File: config.mk
export PLATFORM = sky130hd
export DESIGN_NAME = sw_gauss_filter_ctrl
export DESIGN_NICKNAME = d
export VERILOG_FILES = /design/src/rtl/sw_gauss_filter_ctrl.sv
export SDC_FILE = /design/constraint.sdc
export NUM_CORES = 1
export LEC_CHECK = 0
export CAP_MARGIN = 30
export CORE_ASPECT_RATIO = 1.75
export CORE_MARGIN = 2
export CORE_UTILIZATION = 38
export DETAILED_ROUTE_END_ITERATION = 10
export PLACE_DENSITY = 0.66
export SLEW_MARGIN = 10
export SYNTH_ARGS = -nofsm -noshare
export SYNTH_HDL_FRONTEND = slang
export SYNTH_SLANG_ARGS = --single-unit
File: constraint.sdc
create_clock -name clk -period 4.4 [get_ports clk]
set_clock_uncertainty 0.05 [all_clocks]
set_input_delay 1.1 -clock clk [delete_from_list [all_inputs] [get_ports clk]]
set_output_delay 1.1 -clock clk [all_outputs]
set_load 0.005 [all_outputs]
File: src/rtl/sw_gauss_filter_ctrl.sv
// Sliding-window Gaussian filter controller: scans every 3x3 window of the image memory,
// filters it with the 1-2-1/2-4-2/1-2-1 kernel and writes the result back at the window centre.
module sw_gauss_filter_ctrl #(
    parameter int unsigned IMG_W  = 256,
    parameter int unsigned IMG_H  = 256,
    parameter int unsigned RD_LAT = 2,
    parameter int unsigned WR_LAT = 2
) (
    input  logic        clk,
    input  logic        rst,
    input  logic        start,
    input  logic [7:0]  sw_pixel_1,
    input  logic [7:0]  sw_pixel_2,
    input  logic [7:0]  sw_pixel_3,
    input  logic [7:0]  sw_pixel_4,
    input  logic [7:0]  sw_pixel_5,
    input  logic [7:0]  sw_pixel_6,
    input  logic [7:0]  sw_pixel_7,
    input  logic [7:0]  sw_pixel_8,
    input  logic [7:0]  sw_pixel_9,
    output logic        rd,
    output logic [7:0]  addr_row_r,
    output logic [7:0]  addr_col_r,
    output logic        wr,
    output logic [7:0]  addr_row_w,
    output logic [7:0]  addr_col_w,
    output logic [7:0]  cl_pixel,
    output logic        busy,
    output logic        done,
    output logic [15:0] pix_cnt
);

    localparam int unsigned PIX_W  = 8;
    localparam int unsigned ADDR_W = 8;
    localparam int unsigned CNT_W  = 16;
    localparam int unsigned SUM_W  = 12;
    localparam int unsigned PH_MAX = (RD_LAT > WR_LAT) ? RD_LAT : WR_LAT;
    localparam int unsigned PH_W   = (PH_MAX < 2) ? 1 : $clog2(PH_MAX);

    typedef enum logic [2:0] {
        S_IDLE,
        S_READ,
        S_CALC,
        S_WRITE,
        S_DONE
    } state_t;

    state_t              r_state,      w_state_nxt;
    logic [ADDR_W-1:0]   r_row,        w_row_nxt;
    logic [ADDR_W-1:0]   r_col,        w_col_nxt;
    logic [PH_W-1:0]     r_phase,      w_phase_nxt;
    logic                r_rd,         w_rd_nxt;
    logic                r_wr,         w_wr_nxt;
    logic [ADDR_W-1:0]   r_addr_row_r, w_addr_row_r_nxt;
    logic [ADDR_W-1:0]   r_addr_col_r, w_addr_col_r_nxt;
    logic [ADDR_W-1:0]   r_addr_row_w, w_addr_row_w_nxt;
    logic [ADDR_W-1:0]   r_addr_col_w, w_addr_col_w_nxt;
    logic [PIX_W-1:0]    r_cl_pixel,   w_cl_pixel_nxt;
    logic                r_busy,       w_busy_nxt;
    logic                r_done,       w_done_nxt;
    logic [CNT_W-1:0]    r_pix_cnt,    w_pix_cnt_nxt;

    logic [SUM_W-1:0]    w_sum;
    logic [SUM_W-1:0]    w_sum_rnd;
    logic [PIX_W-1:0]    w_result;
    logic                w_rd_end;
    logic                w_wr_end;
    logic                w_col_more;
    logic                w_row_more;

    // Kernel weights are powers of two, so the MAC reduces to shifted adds; max 4080 + 8 fits 12 bits.
    assign w_sum = SUM_W'(sw_pixel_1)        + (SUM_W'(sw_pixel_2) << 1) + SUM_W'(sw_pixel_3)
                 + (SUM_W'(sw_pixel_4) << 1) + (SUM_W'(sw_pixel_5) << 2) + (SUM_W'(sw_pixel_6) << 1)
                 + SUM_W'(sw_pixel_7)        + (SUM_W'(sw_pixel_8) << 1) + SUM_W'(sw_pixel_9);
    assign w_sum_rnd = w_sum + SUM_W'(8);
    assign w_result  = w_sum_rnd[SUM_W-1:4];

    assign w_rd_end   = (r_phase == PH_W'(RD_LAT - 1));
    assign w_wr_end   = (r_phase == PH_W'(WR_LAT - 1));
    assign w_col_more = (r_col < ADDR_W'(IMG_W - 3));
    assign w_row_more = (r_row < ADDR_W'(IMG_H - 3));

    // State and output registers
    always_ff @(posedge clk) begin
        if (!rst) begin
            r_state      <= S_IDLE;
            r_row        <= '0;
            r_col        <= '0;
            r_phase      <= '0;
            r_rd         <= 1'b0;
            r_wr         <= 1'b0;
            r_addr_row_r <= '0;
            r_addr_col_r <= '0;
            r_addr_row_w <= '0;
            r_addr_col_w <= '0;
            r_cl_pixel   <= '0;
            r_busy       <= 1'b0;
            r_done       <= 1'b0;
            r_pix_cnt    <= '0;
        end else begin
            r_state      <= w_state_nxt;
            r_row        <= w_row_nxt;
            r_col        <= w_col_nxt;
            r_phase      <= w_phase_nxt;
            r_rd         <= w_rd_nxt;
            r_wr         <= w_wr_nxt;
            r_addr_row_r <= w_addr_row_r_nxt;
            r_addr_col_r <= w_addr_col_r_nxt;
            r_addr_row_w <= w_addr_row_w_nxt;
            r_addr_col_w <= w_addr_col_w_nxt;
            r_cl_pixel   <= w_cl_pixel_nxt;
            r_busy       <= w_busy_nxt;
            r_done       <= w_done_nxt;
            r_pix_cnt    <= w_pix_cnt_nxt;
        end
    end

    // Next-state and next-output logic; outputs are loaded on the edge that enters each state
    always_comb begin
        w_state_nxt      = r_state;
        w_row_nxt        = r_row;
        w_col_nxt        = r_col;
        w_phase_nxt      = r_phase;
        w_rd_nxt         = r_rd;
        w_wr_nxt         = r_wr;
        w_addr_row_r_nxt = r_addr_row_r;
        w_addr_col_r_nxt = r_addr_col_r;
        w_addr_row_w_nxt = r_addr_row_w;
        w_addr_col_w_nxt = r_addr_col_w;
        w_cl_pixel_nxt   = r_cl_pixel;
        w_busy_nxt       = r_busy;
        w_done_nxt       = 1'b0;
        w_pix_cnt_nxt    = r_pix_cnt;

        unique case (r_state)
            S_IDLE: begin
                w_rd_nxt   = 1'b0;
                w_wr_nxt   = 1'b0;
                w_busy_nxt = 1'b0;
                if (start) begin
                    w_state_nxt      = S_READ;
                    w_row_nxt        = '0;
                    w_col_nxt        = '0;
                    w_phase_nxt      = '0;
                    w_pix_cnt_nxt    = '0;
                    w_rd_nxt         = 1'b1;
                    w_addr_row_r_nxt = '0;
                    w_addr_col_r_nxt = '0;
                    w_busy_nxt       = 1'b1;
                end
            end

            S_READ: begin
                if (w_rd_end) begin
                    w_state_nxt = S_CALC;
                    w_phase_nxt = '0;
                    w_rd_nxt    = 1'b0;
                end else begin
                    w_phase_nxt = r_phase + PH_W'(1);
                end
            end

            S_CALC: begin
                w_state_nxt      = S_WRITE;
                w_wr_nxt         = 1'b1;
                w_addr_row_w_nxt = r_row + ADDR_W'(1);
                w_addr_col_w_nxt = r_col + ADDR_W'(1);
                w_cl_pixel_nxt   = w_result;
            end

            S_WRITE: begin
                if (w_wr_end) begin
                    w_phase_nxt   = '0;
                    w_wr_nxt      = 1'b0;
                    w_pix_cnt_nxt = r_pix_cnt + CNT_W'(1);
                    if (w_col_more) begin
                        w_state_nxt      = S_READ;
                        w_col_nxt        = r_col + ADDR_W'(1);
                        w_rd_nxt         = 1'b1;
                        w_addr_row_r_nxt = r_row;
                        w_addr_col_r_nxt = r_col + ADDR_W'(1);
                    end else begin
                        w_col_nxt = '0;
                        if (w_row_more) begin
                            w_state_nxt      = S_READ;
                            w_row_nxt        = r_row + ADDR_W'(1);
                            w_rd_nxt         = 1'b1;
                            w_addr_row_r_nxt = r_row + ADDR_W'(1);
                            w_addr_col_r_nxt = '0;
                        end else begin
                            w_state_nxt = S_DONE;
                            w_done_nxt  = 1'b1;
                        end
                    end
                end else begin
                    w_phase_nxt = r_phase + PH_W'(1);
                end
            end

            S_DONE: begin
                w_state_nxt = S_IDLE;
                w_busy_nxt  = 1'b0;
            end

            default: begin
                w_state_nxt = S_IDLE;
            end
        endcase
    end

    assign rd         = r_rd;
    assign wr         = r_wr;
    assign addr_row_r = r_addr_row_r;
    assign addr_col_r = r_addr_col_r;
    assign addr_row_w = r_addr_row_w;
    assign addr_col_w = r_addr_col_w;
    assign cl_pixel   = r_cl_pixel;
    assign busy       = r_busy;
    assign done       = r_done;
    assign pix_cnt    = r_pix_cnt;

endmodule
==> run_results.csv, run 1 <==
group,metric,value,unit
run_status,status,"finished clean",
logic_synthesis,netlist_area,5620,um^2
clock_tree,cts.sinks,80,
global_routing,grt_pass1_wl,23.2,mm
timing,timing.fmax,230,MHz
critical_path,path_cells,"clkdlybuf4s15_1, inv_1, fa_2, inv_2, fa_2, fa_1, inv_2, fa_1, inv_2, ha_4, o211ai_1, buf_4, a21boi_4, a2111oi_4, or3_1, nand3_2",
pwr,power_frac_comb,62.9,%
critical_path,crit_buf_inv,6,
timing,period_share,98.7,%
pwr,switching_share,38.9,%
critical_path,start_kind,"input port",
global_routing,overflow,0,
route,routed_wl,13.9,mm
finish,nets,925,
timing,hold_ws,0.408,ns
critical_path,cp-end-kind,"flop",
logic_synthesis,synth-simple-area-share,17.7,%
critical_path,crit_path_max_fanout,3,
timing,final.min_clock_period,4.34,ns
placement,dp_hpwl,10.8,mm
critical_path,worstPathRequired,4.62,ns
clock_tree,clockBufferDepth,2,
critical_path,crit_type,"input port to flop",
finish,antenna_cells,0,
logic_synthesis,synth-main-ff-cell,"dfxtp_1",
global_routing,globalRouteTotalUtil,18.4,%
floorplan,rows,58,
placement,placed_cells,941,
floorplan,start_util,38.9,%
min_path,hp-class,"flop to flop",
logic_synthesis,synthXorXnorAreaFrac,5.30,%
clock_tree,cts.clk_slew.worst_paths,0.06,ns
critical_path,cp.arrival,4.56,ns
logic_synthesis,synth_top_family_by_area,"adder cells",
finish,syn_to_final_growth,36.1,%
finish,final_cells,958,
timing,hold_violations,0,
logic_synthesis,syn_nets,789,
clock_tree,clock_latency,0.33,ns
timing,final.setup.tns,0,ns
critical_path,cp_top_family,"adder cells",
global_routing,grt_use_met2,35.7,%
route,antenna_left,0,
logic_synthesis,async_flop_share,0,%
critical_path,crit_slowest_cell,"fa_1",
global_routing,grt.busiest_layer,"met2",
logic_synthesis,synthCells,637,
finish,drive_above_1_share,22.9,%
global_routing,grt_util_met3,3.01,%
finish,nFillCells,1329,
route,route.detailed.drc,0,
placement,gp_congestion,0.815,
pwr,power_frac_seq,18.7,%
logic_synthesis,synth_mux_area_share,0.379,%
logic_synthesis,synth-edff-count,0,
pwr,ir_drop,431,uV
pwr,p_leak,3.15,nW
pwr,powerDensity,537,nW/um^2
clock_tree,cts_buffers,9,
placement,port_buffers,134,
logic_synthesis,avgSynthCellArea,8.82,um^2
floorplan,die_h,165,um
critical_path,max_stage_delay,0.56,ns
flow_run,max_cap_viol_count,0,
timing,maxSlewViolCount,0,
logic_synthesis,ys_ff_latch,80,
global_routing,antenna_found_initial,0,
logic_synthesis,synth.distinct_cells,78,
pwr,p_switching,1.60,mW
route,drt-pass1-iter-count,4,
finish,fin_util,52.9,%
route,drt_iter0_drc,132,
global_routing,grt_start_max_net_pins,40,
floorplan,io_pins,135,
timing,tightest_slew,0.884,ns
route,num_vias,4841,
clock_tree,cts_hold_buf,0,
pwr,fin_total_pwr,4.10,mW
clock_tree,cts.htree.levels,3,
clock_tree,cts_tree,"done",
floorplan,core,14400,um^2
logic_synthesis,yosysSeqAreaShare,28.5,%
logic_synthesis,yosysWarnings,0,
pwr,p_clk_share,18.4,%
route,drt-wirelength-per-cell,14.6,um
critical_path,crit_top_cell,"inv_2",
timing,maxSlewHeadroom,41.1,%
timing,grt_setup_unrepaired,"yes",
route,viasPerCell,5.05,
logic_synthesis,synth_compound_area_share,13.4,%
clock_tree,clk_root_buffer_cell,"clkbuf_16",
timing,finalSetupViolCount,0,
floorplan,fp.dieW,95.9,um
logic_synthesis,synth_adder_area_share,24.2,%
global_routing,grt_pass1_vias,5203,
global_routing,grt_use_met1,18.7,%
pwr,p_int,2.51,mW
floorplan,dieArea,15800,um^2
-- cell usage after synthesis (2+ instances only) --
| cell type | number | share of area, % |
|---|---|---|
| inv_1 | 114 | 7.6 |
| dfxtp_1 | 80 | 29 |
| nor2_1 | 56 | 3.7 |
| fa_1 | 53 | 19 |
| nand2_1 | 44 | 2.9 |
| nand3_1 | 28 | 2.5 |
| a21oi_1 | 27 | 2.4 |
| ha_1 | 24 | 5.3 |
| xnor2_1 | 23 | 3.6 |
| o21ai_0 | 16 | 1.4 |
| nor3_1 | 14 | 1.2 |
| a211oi_1 | 12 | 1.6 |
| xor2_1 | 11 | 1.7 |
| clkbuf_1 | 9 | 0.60 |
| o31ai_1 | 8 | 1.1 |
| or3_1 | 7 | 0.78 |
| a21oi_2 | 6 | 0.94 |
| buf_2 | 6 | 0.53 |
| a31oi_1 | 5 | 0.56 |
| nand2_2 | 5 | 0.56 |
| nand2b_1 | 5 | 0.56 |
| nor4_1 | 5 | 0.56 |
| a21o_1 | 4 | 0.53 |
| and3_1 | 4 | 0.45 |
| buf_4 | 4 | 0.53 |
| a221o_1 | 3 | 0.53 |
| and4_1 | 3 | 0.47 |
| buf_6 | 3 | 0.60 |
| a311oi_1 | 2 | 0.31 |
| and2_1 | 2 | 0.22 |
| nand3_2 | 2 | 0.36 |
| o211ai_1 | 2 | 0.27 |
| o21a_1 | 2 | 0.27 |
| o21ai_1 | 2 | 0.18 |
| o311ai_0 | 2 | 0.31 |
| o41ai_1 | 2 | 0.31 |
-- registers in the layout, indices dropped and copies added, names as in the netlist --
register,cells
pix_cnt,16
addr_col_r,8
addr_col_w,8
addr_row_r,8
addr_row_w,8
cl_pixel,8
r_col,8
r_row,8
r_state,3
busy,1
done,1
r_phase,1
rd,1
wr,1
-- per-stage QoR --
step                setup WS, ns  instance area, um^2
detailed placement        -0.752                 7250
global placement          -0.687                 7250
floorplan               -0.00705                 5710
CTS                      -0.0142                 7560
finish                    0.0580                 7640
global route             -0.0490                 7640
-- worst min-delay path: stages, from the launching register on --
cell	delay, ns
dfxtp_1	0.31
nand2_2	0.06
a21oi_2	0.04
-- path summary, 6_finish.rpt --
check | from | end | slack [ns] | depth (start not counted)
worst min register to register | addr_col_r[6] | addr_col_r[6] | 0.41 | 2
worst max register to register | r_state[0] | addr_row_r[5] | 2.04 | 6
worst max-delay path | sw_pixel_1[2] | cl_pixel[6] | 0.06 | 16
worst min-delay path | addr_col_r[6] | addr_col_r[6] | 0.41 | 2
-- area by class of cell --
cell class                 count  area (um^2)  share of cell area, %
sequential                    80         1600                   21.0
multi-input combinational    416         3720                   48.7
inverter                     116          443                   5.80
timing repair buffer         150         1340                   17.6
tap                          180          225                   2.95
clock inverter                 4         52.6                  0.688
clock buffer                  12          256                   3.36
-- layout by cell type (no fill, tap or decap), drive strengths merged, types with 4 or more instances in the layout --
cell type and count:
fa 53, clkbuf 34, a31oi 5, o21ai 19
nor4 5, dlymetal6s2s 8, ha 24, nor3 16
xnor2 23, clkdlybuf4s15 12, a211oi 12, xor2 11
clkdlybuf4s50 70, a21o 4, inv 115, o31ai 8
nand2b 5, buf 22, nand3 30, a21oi 33
dlygate4sd2 16, nor2 57, dfxtp 80, or3 7
and3 5, nand2 50
-- timing repair --
item / 4_1_cts / 5_1_grt
buffers inserted: 0 / 1
gates resized for setup: 120 / 113
setup endpoints to repair: 8 / 8
pin swaps: 62 / 76
cloned: 0 / 0
-- power groups by stage --
| stage | combinational (mW) | clock (mW) | sequential (mW) |
|---|---|---|---|
| after floorplan | 1.37 | 0 | 0.780 |
| after global placement | 1.93 | 0 | 0.784 |
| after detailed placement | 1.95 | 0 | 0.785 |
| after CTS | 2.14 | 0.770 | 0.769 |
| after global routing | 2.85 | 0.794 | 0.772 |
| final | 2.58 | 0.754 | 0.769 |
-- cells by family (layout without fill, tap and decap cells) --
family          after synthesis  after routing
simple gates                193            193
buf+inv                     141            282
compound gates              110            110
flops                        80             80
fa+ha+maj                    77             77
xor+xnor                     34             34
mux                           2              2
-- routing by layer --
layer	share of wire, %	wire (um)	up-vias
met4	3.0	414	0
met2	58	8030	103
met5	0	0	-
met3	4.4	614	35
met1	35	4890	2344
li1	-	-	2359
Power figures use the tool's default switching activity.
==> run 2, diff against run 1 <==
GPL_ROUTABILITY_DRIVEN = 0   (was default)
REMOVE_ABC_BUFFERS = 1   (was default)
==> run 2 against run 1 <==
Compared with the run above: the flow now finishes with violations (negative setup slack); non-clock buffer count increased by 10; cell count increased by 1.0%; core utilization increased by 0.87 points; fmax decreased by 1.8%; die area unchanged; sequential share of layout area decreased by 0.34 points; critical path depth decreased by 2; worst setup slack got worse by 0.079 ns; first-iteration DRC count increased by 15%.
==> run_results.csv, run 2 (synthesis gave the netlist of run 1 again) <==
group,metric,value,unit
critical_path,crit_path_max_fanout,3,
timing,tightest_slew,0.811,ns
clock_tree,clockBufferDepth,2,
finish,final_common_cell,"dfxtp_1",
pwr,switching_share,40.4,%
critical_path,start_kind,"input port",
timing,grt_setup_unrepaired,"yes",
route,routed_wl,14.2,mm
floorplan,dieArea,15800,um^2
global_routing,overflow,0,
min_path,hp-class,"flop to flop",
finish,largest_reg_flops,16,
timing,final.setup.tns,-0.0398,ns
floorplan,fp.dieW,95.9,um
pwr,p_int,2.55,mW
timing,maxSlewViolCount,0,
route,drt-pass1-iter-count,4,
pwr,p_clk_share,16.6,%
critical_path,max_stage_delay,0.55,ns
floorplan,core,14400,um^2
run_status,status,"complete, but fails checks",
pwr,power_frac_seq,17.9,%
critical_path,worstPathRequired,4.64,ns
critical_path,rrSetupSlack,2.12,ns
run_status,violations,"negative setup slack",
route,route.detailed.drc,0,
critical_path,crit_top_cell,"fa_1",
finish,drive_above_1_share,21.3,%
critical_path,crit_buf_inv,4,
placement,post-place-ws,-1.09,ns
finish,layout_common_cells,"80 x dfxtp_1, 74 x inv_1, 72 x clkdlybuf4s50_1, 54 x nor2_1",
global_routing,antenna_found_initial,0,
clock_tree,clock_latency,0.34,ns
placement,dp_hpwl,10.7,mm
critical_path,r2r_end,"addr_row_r[5]",
route,num_vias,4879,
critical_path,r2r_cells,6,
pwr,fin_total_pwr,4.28,mW
route,viasPerCell,5.04,
critical_path,crit_cells,14,
clock_tree,cts.clk_slew.worst_paths,0.06,ns
timing,timing.fmax,226,MHz
timing,maxSlewHeadroom,46.0,%
global_routing,globalRouteTotalUtil,18.5,%
critical_path,path_cells,"buf_6, fa_1, fa_1, fa_1, inv_2, fa_1, inv_2, ha_4, o211ai_1, buf_4, a21boi_4, a2111oi_4, or3_1, nand3_1",
timing,final.min_clock_period,4.42,ns
floorplan,rows,58,
critical_path,crit_type,"input port to flop",
finish,final_cells,968,
route,antenna_left,0,
placement,port_buffers,134,
finish,syn_to_final_growth,38.3,%
pwr,p_switching,1.73,mW
pwr,p_leak,3.23,nW
critical_path,r2r_start,"r_state[0]",
route,drt_iter0_drc,152,
global_routing,grt_pass1_wl,23.5,mm
finish,nFillCells,1330,
floorplan,start_util,38.9,%
clock_tree,cts.sinks,80,
clock_tree,clk_root_buffer_cell,"clkbuf_16",
timing,hold_ws,0.410,ns
pwr,powerDensity,551,nW/um^2
min_path,worstHoldStart,"cl_pixel[0]",
clock_tree,cts_buffers,9,
global_routing,grt_pass1_vias,5288,
timing,finalWorstSetupSlack,-0.0205,ns
min_path,min_to,"cl_pixel[0]",
finish,multi_input_area,3750,um^2
pwr,ir_drop,406,uV
pwr,power_frac_comb,65.5,%
finish,seq_area,1600,um^2
placement,dpl_cell_area,7190,um^2
timing,period_share,100,%
route,drt-wirelength-per-cell,14.7,um
timing,hold_violations,0,
clock_tree,cts_tree,"done",
timing,finalSetupViolCount,2,
floorplan,io_pins,135,
finish,antenna_cells,0,
critical_path,cp.arrival,4.66,ns
critical_path,cp_top_family,"adder cells",
finish,postLayoutCellArea,7770,um^2
finish,fin_util,53.8,%
critical_path,crit_slowest_cell,"fa_1",
critical_path,cp-end-kind,"flop",
placement,placed_cells,946,
clock_tree,cts.htree.levels,3,
flow_run,max_cap_viol_count,0,
finish,nets,935,
min_path,min_path_cells,2,
global_routing,grt_start_max_net_pins,31,
floorplan,die_h,165,um
## run 2: cell types whose count changed in the layout (fill, tap and decap cells not counted), moves of 4 or more
cell	delta
dlygate4sd2_1	+16
clkbuf_2	-12
buf_4	+7
inv_1	+6
inv_2	-6
clkdlybuf4s15_1	-4
## run 2: worst min-delay path, cell delays in order, from the launching register on
cell and delay (ns):
dfxtp_1 0.31, nand2_1 0.05, a21oi_1 0.05
## run 2: how the worst max path moves through the flow
| stage | start | to | slack [ns] |
|---|---|---|---|
| 6_report | sw_pixel_4[2] | cl_pixel[6] | -0.02 |
| 5_1_grt | sw_pixel_7[3] | cl_pixel[6] | -0.12 |
| 4_1_cts | sw_pixel_2[7] | cl_pixel[7] | -0.001 |
| 3_5_place_dp | sw_pixel_1[5] | cl_pixel[6] | -1.09 |
| 3_3_place_gp | sw_pixel_1[5] | cl_pixel[6] | -0.93 |
| 2_1_floorplan | sw_pixel_1[5] | cl_pixel[6] | -0.38 |
## run 2: timing repair
action                                  in CTS  in global routing
hold endpoints to repair                     0                  0
pin swaps                                   75                 56
endpoints found under the setup margin       8                  8
hold buffers                                 0                  0
gates resized for setup                    127                 87
buffers inserted                             6                  1
## run 2: power by group through the flow
stage / clock (mW) / sequential, mW / combinational (mW)
5_1_grt: 0.759 / 0.770 / 3.06
3_3_place_gp: 0 / 0.782 / 1.72
6_report: 0.711 / 0.768 / 2.80
3_5_place_dp: 0 / 0.784 / 1.75
2_1_floorplan: 0 / 0.782 / 1.10
4_1_cts: 0.725 / 0.767 / 2.28
## run 2: area by class of cell
cell class	count	share of cell area [%]
tap	180	2.90
inverter	116	5.64
clock inverter	7	0.709
sequential	80	20.6
multi-input combinational	416	48.3
timing repair buffer	160	19.0
clock buffer	9	2.90
## run 2: layer usage
metal  routed length (um)  track usage, %  up-vias
li1                     -               -     2368
met2                 7910            36.3      108
met4                  119            4.03        0
met3                  799            4.11        6
met1                 5360            19.4     2397
met5                    0               0        -
==> RTL edit (settings of run 1) <==
Change the parameter `WR_LAT` from 2 to 4.
--- a/src/rtl/sw_gauss_filter_ctrl.sv
+++ b/src/rtl/sw_gauss_filter_ctrl.sv
@@ -4,7 +4,7 @@
     parameter int unsigned IMG_W  = 256,
     parameter int unsigned IMG_H  = 256,
     parameter int unsigned RD_LAT = 2,
-    parameter int unsigned WR_LAT = 2
+    parameter int unsigned WR_LAT = 4
 ) (
     input  logic        clk,
     input  logic        rst,
Check against the original RTL: not equivalent (a bounded check fails within 10 cycles, from zero or initial values and one cycle with rst low).
==> RTL edit against run 1 <==
  * Utilization barely moved
  * Register-to-register slack got worse by 40 ps
  * Sequential cell count grew 1
  * Wire length rose by 2.6%
  * Maximum frequency shrank 1.0%
  * Power down 4.1%
  * Count of clock-buffer cells in the layout shrank 2
  * Area after synthesis decreased by 0.69%
  * Final area shrank 0.46%
  * Worst setup slack worse by 45 ps
  * Critical endpoint is now cl_pixel[5]
  * Largest power group unchanged
  * Highest routed layer unchanged
==> RTL edit: results (changes against run 1) <==
Placed Instance Area 7270 um^2 (was 7250 um^2); first-pass GRT wire length 23600 um (was 23200 um); Placer Congestion 0.901 (was 0.815); GR Layer Usage met3 2.89% (was 3.01%); Filler Cells Inserted 1361 (was 1329); post-synthesis sequential area ratio 29.1% (was 28.5%); Vias 4905 (was 4841); DR WL met2 8130 um (was 8030 um); P_leak 3.19 nW (was 3.15 nW); pre-CTS setup slack -853 ps (was -752 ps); top area cells in the synthesized netlist dfxtp_1 (29%), fa_1 (19%), inv_1 (7.1%) (was dfxtp_1 (29%), fa_1 (19%), inv_1 (7.6%)); clock buffer depth 2 (unchanged); top_reg_cell synth dfxtp_1 (unchanged); GR Util met2 37.4% (was 35.7%); Gate Count Post-Synth 636 (was 637); final net count 937 (was 925); CP top delay family adder cells (unchanged); WL met1 5250 um (was 4890 um); layout cells sized above 1 19.7% (was 22.9%); Net Count, Synth 790 (was 789); global-route track usage on met1 19.4% (was 18.7%); post-DP HPWL 11300 um (was 10800 um); peak supply drop 0.363 mV (was 0.431 mV); placed cells 945 (was 941); met3 wire len 610 um (was 614 um); final wirelength 14300 um (was 13900 um); outcome complete, no violations (unchanged); 1st-iter DRT viols 178 (was 132); Synth cell types 56 (was 78); Slew @ Worst Pin 788 ps (was 884 ps); largest net degree at the start of global routing 45 (was 40); routed len/inst 14.8 um (was 14.6 um); top post-synthesis cells by count inv_1 (106), dfxtp_1 (81), fa_1 (53) (was inv_1 (114), dfxtp_1 (80), nor2_1 (56)); Hold WS 405 ps (was 408 ps); GRT Total Usage 19.0% (was 18.4%); vias in the first global route 5194 (was 5203)
-- RTL edit: cell count changes after synthesis, sizes merged, moves of 8 or more --
cell           run 1  this run
a21oi             33        24
buf               15         7
clkbuf            10        19
inv              115       106
nand2             50        42
nand3             30        39
nand4              1        11
xnor2             23        10
xor2              11        21
-- RTL edit: path summary, 6_finish.rpt --
path	from	to	slack (ps)	cells past startpoint
hold reg to reg	cl_pixel[0]	cl_pixel[0]	400	2
hold / removal	cl_pixel[0]	cl_pixel[0]	400	2
setup / recovery	sw_pixel_6[3]	cl_pixel[5]	10	16
setup reg to reg	r_col[0]	addr_row_r[2]	2000	8
-- RTL edit: what timing repair did --
| action | CTS | global route |
|---|---|---|
| buffers inserted | 2 | 5 |
| gates cloned | 0 | 0 |
| setup endpoints to repair | 8 | 6 |
| pin swaps | 63 | 66 |
| hold buffers | 0 | 0 |
| gates resized for setup | 114 | 86 |
-- RTL edit: where the power goes --
part           internal, W  leakage (nW)  total, W  switching, W
combinational      0.00127          2.41   0.00246       0.00119
clock             0.000388         0.130  0.000703      0.000315
sequential        0.000756         0.654  0.000776     0.0000191
total              0.00242          3.19   0.00394       0.00152
-- RTL edit: cell type report --
type                       instances  area, um^2  share of cell area (%)
sequential                        81        1620                    21.3
clock buffer                      10         229                    3.01
tap                              180         225                    2.96
timing repair buffer             162        1430                    18.7
multi-input combinational        422        3650                    47.9
clock inverter                     6        50.0                   0.658
inverter                         107         409                    5.38
-- RTL edit: cell families after synthesis --
| family | count (synthesis) | share of synthesized area (%) |
|---|---|---|
| compound gates | 104 | 13.1 |
| xor+xnor | 31 | 4.87 |
| simple gates | 206 | 18.5 |
| mux | 2 | 0.381 |
| fa+ha+maj | 79 | 24.9 |
| buf+inv | 133 | 9.22 |
| flops | 81 | 29.1 |
